### config.mk
export PLATFORM = sky130hd
export DESIGN_NAME = wb_grf
export DESIGN_NICKNAME = d
export VERILOG_FILES = /design/src/rtl/wb_grf.sv
export SDC_FILE = /design/constraint.sdc
export NUM_CORES = 2
export LEC_CHECK = 0
export BUFFER_PORTS_ARGS = -buffer_cell sky130_fd_sc_hd__buf_2
export CAP_MARGIN = 5
export CORE_UTILIZATION = 64
export CTS_BUF_LIST = sky130_fd_sc_hd__clkbuf_2 sky130_fd_sc_hd__clkbuf_4 sky130_fd_sc_hd__clkbuf_8
export DETAILED_ROUTE_END_ITERATION = 7
export PLACE_DENSITY_LB_ADDON = 0.05
export SLEW_MARGIN = 20
export SYNTH_ARGS = -nofsm -noshare
export SYNTH_HDL_FRONTEND = slang
export SYNTH_SLANG_ARGS = --single-unit
export TNS_END_PERCENT = 50
### constraint.sdc
create_clock -name clk -period 3 [get_ports clk]
set_input_delay 0.45 -clock clk [delete_from_list [all_inputs] [get_ports clk]]
set_output_delay 0.45 -clock clk [all_outputs]
set_load 0.02 [all_outputs]
### src/rtl/wb_grf.sv
// ============================================================================
//  Module      : wb_grf
//  Description : Write-back stage general register file. Selects the
//                write-back data, commits it into a 32x32 register array,
//                bypasses it to the two D-stage read ports in the same cycle,
//                and counts committed register writes.
//  Options     : define WB_TRACE_EN to print one line per committed write
//                (simulation only).
//  Revision    : 1.0 - initial release
// ============================================================================
`default_nettype none

module wb_grf (
    input  logic        clk,
    input  logic        reset,
    input  logic [31:0] PCW,
    input  logic        RegWriteW,
    input  logic [1:0]  RegSrcW,
    input  logic [31:0] ReadDataW,
    input  logic [31:0] ResultW,
    input  logic [4:0]  RegDstW,
    input  logic [4:0]  A1,
    input  logic [4:0]  A2,
    output logic [31:0] RD1,
    output logic [31:0] RD2,
    output logic [31:0] WDW,
    output logic        WECommitW,
    output logic [31:0] WBCount
);

    localparam logic [1:0]  SRC_ALU   = 2'b00;
    localparam logic [1:0]  SRC_MEM   = 2'b01;
    localparam logic [1:0]  SRC_LINK  = 2'b10;
    localparam logic [31:0] LINK_OFFS = 32'd8;

    logic [31:0] regs [32];
    logic [31:0] wb_count;

    // Write-back data select; the reserved encoding yields zero.
    always_comb begin
        WDW = 32'd0;
        case (RegSrcW)
            SRC_ALU:  WDW = ResultW;
            SRC_MEM:  WDW = ReadDataW;
            SRC_LINK: WDW = PCW + LINK_OFFS;
            default:  WDW = 32'd0;
        endcase
    end

    // A write commits only to a non-zero register with a valid data source.
    assign WECommitW = RegWriteW && (RegDstW != 5'd0) && (RegSrcW != 2'b11);

    // Register array and commit counter; reset wins over any pending commit.
    always_ff @(posedge clk) begin
        if (reset) begin
            for (int i = 0; i < 32; i++) begin
                regs[i] <= 32'd0;
            end
            wb_count <= 32'd0;
        end else if (WECommitW) begin
            regs[RegDstW] <= WDW;
            wb_count      <= wb_count + 32'd1;
        end
    end

    // Read ports: r0 is hard zero, then same-cycle bypass, then the array.
    // A committing write never targets r0, so the bypass cannot leak into it.
    always_comb begin
        RD1 = regs[A1];
        RD2 = regs[A2];
        if (A1 == 5'd0) begin
            RD1 = 32'd0;
        end else if (WECommitW && (A1 == RegDstW)) begin
            RD1 = WDW;
        end
        if (A2 == 5'd0) begin
            RD2 = 32'd0;
        end else if (WECommitW && (A2 == RegDstW)) begin
            RD2 = WDW;
        end
    end

    assign WBCount = wb_count;

`ifdef WB_TRACE_EN
    // Trace each committed register write, matching the commit condition.
    always_ff @(posedge clk) begin
        if (!reset && WECommitW) begin
            $display("@%h: $%d <= %h", PCW, RegDstW, WDW);
        end
    end
`else
`endif

endmodule

`default_nettype wire

==> out/metrics.sh <==
GRT_FIRST_PASS_WIRELENGTH_MM=295.5
GRT.TOTAL_USAGE_PCT=47.93
GRT_MAX_DEGREE=38
DR.PASS1.ITERS=8
INITIAL_CORE_UTIL_PCT=64.56
DRCVIOLATIONCOUNT=0
PORT_BUFFERS=244
DIEAREA_UM2=88560
CRITICAL_PATH.N_BUFFERS_INVERTERS=1
CLKSLEWWORSTSETUPHOLDPATHS_PS=70
CRITICAL-PATH-SLOWEST-CELL='sky130_fd_sc_hd__mux4_2'
FINAL-HOLD-VIOLATION-COUNT=0
LEAKAGEPOWER_uW=0.02425
SYNTH_CELLS=4108
SYNTHESIS.AREA_PER_INSTANCE_UM2=13.61
DETAIL_ROUTED_NET_LENGTH_PER_STANDARD_CELL_UM=35.53
YOSYSUNIQUECELLTYPES=65
VIASPERCELL=7.359
SETUP-VIOLATIONS-FINAL=59
SYN2LAYOUT_AREA_GROWTH_PCT=19.04
CTS.HTREE.LEVELS=4
CRIT_CHAIN='mux4_2 > mux4_2 > nor2b_1 > nor3_2 > a211oi_1 > buf_2'
CRIT_FAMILY='multiplexers'
LAYOUT-DRIVE-GT1-SHARE_PCT=36.74
DPL.CELL_COUNT=5639
CRITICAL_PATH_CLASS='flop to output port'
COMBINED_FLIP_FLOP_AND_LATCH_CELL_AREA_UM2=31390
RESULT_OF_THE_RUN='complete, but fails checks'
DIEWIDTH_UM=297.6
SETUP_WS_PS=-363.2
WORSTHOLDPATHTYPE='primary input to flop'
LAYOUT_WORST_PATH_CYCLE_SHARE_PCT=112.1
GLOBALROUTEOVERFLOWTOTAL=0
DETAIL_ROUTE.WIRELENGTH_MM=211.6
GRT_PASS1_VIAS=42458
TRITONCTS_NUM_SINKS=1056
CRITICAL_PATH.STARTPOINT_TYPE='flop'
PERIOD_NEEDED_PS=3363
END_KIND='output port'
ANTENNA_FOUND_INITIAL=7
MAXSLEWHEADROOM_PCT=36.85
CRIT_PATH_FREQUENT_CELL='sky130_fd_sc_hd__mux4_2'
IO_PINS=245
NUM_ROWS=108
CTS_TREE='built'
WORSTPATHARRIVAL_PS=2910
CRIT_PATH_MAX_FANOUT=2
CORE_AREA_UM2=86620
ROUTE.ANTENNA.REMAINING_NETS=0
YS_ASYNC_SR_FRACTION_PCT=0
WORST_IR_DROP_VDD_mV=0.5055
MAX_SLEW.WORST_PIN.SLEW_PS=947.2
WORST_PATH_LARGEST_CELL_DELAY_PS=480
FILL_CELLS=5298
CELL_AREA_AFTER_PLACEMENT_UM2=62330
FIRST_ITER_VIOLATIONS=7882
YOSYSSEQAREASHARE_PCT=56.13
TOTAL_POWER_DIVIDED_BY_CELL_AREA_nW_PER_UM2=540.3
SYNTH_FLOP_CELL='sky130_fd_sc_hd__edfxtp_1'
FINALWEIGHTEDCONGESTION=0.9539
SYNTH-WARNING-COUNT=0
VIOLATIONS='negative setup slack'
SETUP_REPAIR_AFTER_GLOBAL_ROUTING_MISSED_ITS_MARGIN='yes'
NUMCTSBUFFERS=172
WORST_EP_REQUIRED_TIME_PS=2550
MAX-CAP-VIOLATIONS=0
TIMING.CLOCK.SKEW_PS=8.736
SYNTH_ENABLE_FLOP_CELLS=1024
SYNTHESIS.AREA_UM2=55920
INSERTION_DELAY_PS=880
CTS-ROOT-BUF='sky130_fd_sc_hd__clkbuf_8'
MAX-CLOCK-PATH-BUFFERS=3
LAYOUTNONFILLERINSTCOUNT=5955
DIE-HEIGHT_UM=297.6
VIAS=43820
FMAX_MHz=297.3
YOSYS_REGISTER_BITS=1056
NNETSFINAL=4775
MAXSLEWVIOLCOUNT=0
DETAILED_PLACEMENT_WIRELENGTH_ESTIMATE_MM=134.1
AREA_TAKEN_BY_MULTI_INPUT_LOGIC_GATES_UM2=23550
NUMBER_OF_HOLD_REPAIR_BUFFERS_ADDED_AT_THE_CTS_STAGE=0
LAYOUT.CELL_AREA.NON_FILLER_UM2=66570
-- path summary, 6_finish.rpt --
kind                                    from     endpoint  slack, ps  cells after the start
worst max-delay path             regs[10][6]       RD1[6]       -360                      6
worst min-delay path            ReadDataW[8]   regs[3][8]         60                      3
worst max register to register    WBCount[7]  WBCount[22]        680                      6
worst min register to register   WBCount[13]  WBCount[13]        520                      2
-- worst reg2reg max path, delay by kind of cell (launching register included) --
kind	cells	cell delay, ps
DFF	1	440
xor gates and xnor gates	1	190
and+or+nand+nor	5	1570
-- state kept, by name, indices dropped and copies added (netlist names) --
register	cells
WBCount	32
regs	1024
-- power by group --
group          switching (uW)  leakage (uW)  internal (uW)
clock                    5960       0.00177           6570
sequential                429        0.0100          16900
combinational            3480        0.0125           2580
total                    9870        0.0242          26100
-- cell type report --
cell class              count  share of cell area [%]
repair buffers            766                   9.985
well taps                1155                   2.171
clock buffers             236                   4.334
flip-flops and latches   1056                   47.16
clock inverters            71                  0.6917
diodes                     10                 0.03759
multi-input cells        2617                   35.37
inverters                  44                  0.2500
-- repair_timing --
action	CTS	global route
cloned	0	0
setup buffers	7	6
pin swaps	48	31
resized for setup	130	89
setup endpoints to repair	62	65
hold endpoints to repair	0	0
-- cell families (layout without fill, tap and decap cells) --
group           after synthesis  count (layout)  synth area share [%]
compound gates              359             359                 4.343
xor+xnor                     64              64                 1.002
fa+ha+maj                     2               2               0.04474
buf+inv                     466            1117                 4.079
flops                      1056            1056                 56.13
mux                         739             739                 23.87
other cells                   1              42              0.006706
simple gates               1421            1421                 10.52
-- through the flow --
stage                     util (%)  setup WS [ps]  total power (uW)  hold slack, ps  TNS [ps]
final                        76.85         -363.2             35970           56.69    -11030
after global routing         76.83         -404.3             36650           49.71    -13600
after CTS                    76.39         -393.4             35590           13.94    -12450
after detailed placement     71.97         -417.8             23220           508.8     -4038
after global placement       71.97         -387.6             23090           488.5     -3656
after floorplan                  -          81.08             20720           565.9         0
-- cells in the final DEF, fill, tap and decap left out, types with 11 or more instances in the layout --
cell type and instances:
sky130_fd_sc_hd__nor2_1 1071, sky130_fd_sc_hd__edfxtp_1 1024, sky130_fd_sc_hd__mux4_2 459, sky130_fd_sc_hd__buf_4 439, sky130_fd_sc_hd__mux2i_1 237, sky130_fd_sc_hd__buf_2 204, sky130_fd_sc_hd__clkbuf_8 178, sky130_fd_sc_hd__buf_12 107
sky130_fd_sc_hd__nand2_1 78, sky130_fd_sc_hd__clkbuf_4 59, sky130_fd_sc_hd__xor2_1 48, sky130_fd_sc_hd__a22oi_1 48, sky130_fd_sc_hd__nand3_1 47, sky130_fd_sc_hd__a211oi_2 44, sky130_fd_sc_hd__inv_1 39, sky130_fd_sc_hd__a211oi_1 39
sky130_fd_sc_hd__clkinv_1 39, sky130_fd_sc_hd__o22ai_1 33, sky130_fd_sc_hd__dfxtp_1 32, sky130_fd_sc_hd__nand2b_2 32, sky130_fd_sc_hd__nand2_2 32, sky130_fd_sc_hd__conb_1 32, sky130_fd_sc_hd__o21ai_0 30, sky130_fd_sc_hd__nor3_1 26
sky130_fd_sc_hd__a21oi_1 26, sky130_fd_sc_hd__a21oi_2 21, sky130_fd_sc_hd__a221oi_1 21, sky130_fd_sc_hd__a21oi_4 20, sky130_fd_sc_hd__clkinv_2 20, sky130_fd_sc_hd__xnor2_1 16, sky130_fd_sc_hd__mux2_2 15, sky130_fd_sc_hd__nand4_1 14
sky130_fd_sc_hd__mux2i_2 13, sky130_fd_sc_hd__nor3_2 12, sky130_fd_sc_hd__buf_6 12, sky130_fd_sc_hd__or3_1 11
-- layer usage --
| metal | global-route usage [%] | wire, um | part of all wire, % | vias up |
|---|---|---|---|---|
| li1 | - | - | - | 16741 |
| met1 | 60.70 | 64880 | 31 | 21443 |
| met4 | 33.73 | 18150 | 8.6 | 2 |
| met2 | 70.14 | 92770 | 44 | 4551 |
| met5 | 0 | 9 | 0.0043 | - |
| met3 | 15.94 | 35740 | 17 | 1083 |
-- cell usage after synthesis (15+ instances only) --
| library cell | instances | share of area (%) |
|---|---|---|
| sky130_fd_sc_hd__nor2_1 | 1079 | 7.2 |
| sky130_fd_sc_hd__mux2_2 | 15 | 0.30 |
| sky130_fd_sc_hd__nand3_1 | 48 | 0.43 |
| sky130_fd_sc_hd__xor2_1 | 48 | 0.75 |
| sky130_fd_sc_hd__mux4_1 | 15 | 0.70 |
| sky130_fd_sc_hd__nor3_1 | 40 | 0.36 |
| sky130_fd_sc_hd__xnor2_1 | 16 | 0.25 |
| sky130_fd_sc_hd__nand2b_1 | 36 | 0.40 |
| sky130_fd_sc_hd__o22ai_1 | 39 | 0.44 |
| sky130_fd_sc_hd__buf_2 | 74 | 0.66 |
| sky130_fd_sc_hd__buf_1 | 15 | 0.10 |
| sky130_fd_sc_hd__clkbuf_1 | 260 | 1.7 |
| sky130_fd_sc_hd__buf_6 | 32 | 0.64 |
| sky130_fd_sc_hd__o21ai_0 | 40 | 0.36 |
| sky130_fd_sc_hd__mux2i_1 | 255 | 4.6 |
| sky130_fd_sc_hd__mux4_2 | 451 | 18 |
| sky130_fd_sc_hd__dfxtp_1 | 32 | 1.1 |
| sky130_fd_sc_hd__a22oi_1 | 49 | 0.66 |
| sky130_fd_sc_hd__inv_1 | 42 | 0.28 |
| sky130_fd_sc_hd__nand2_1 | 110 | 0.74 |
| sky130_fd_sc_hd__buf_4 | 35 | 0.47 |
| sky130_fd_sc_hd__a21oi_1 | 64 | 0.57 |
| sky130_fd_sc_hd__a221oi_1 | 24 | 0.38 |
| sky130_fd_sc_hd__a211oi_1 | 86 | 1.2 |
| sky130_fd_sc_hd__edfxtp_1 | 1024 | 55 |
Power figures use the tool's default switching activity.
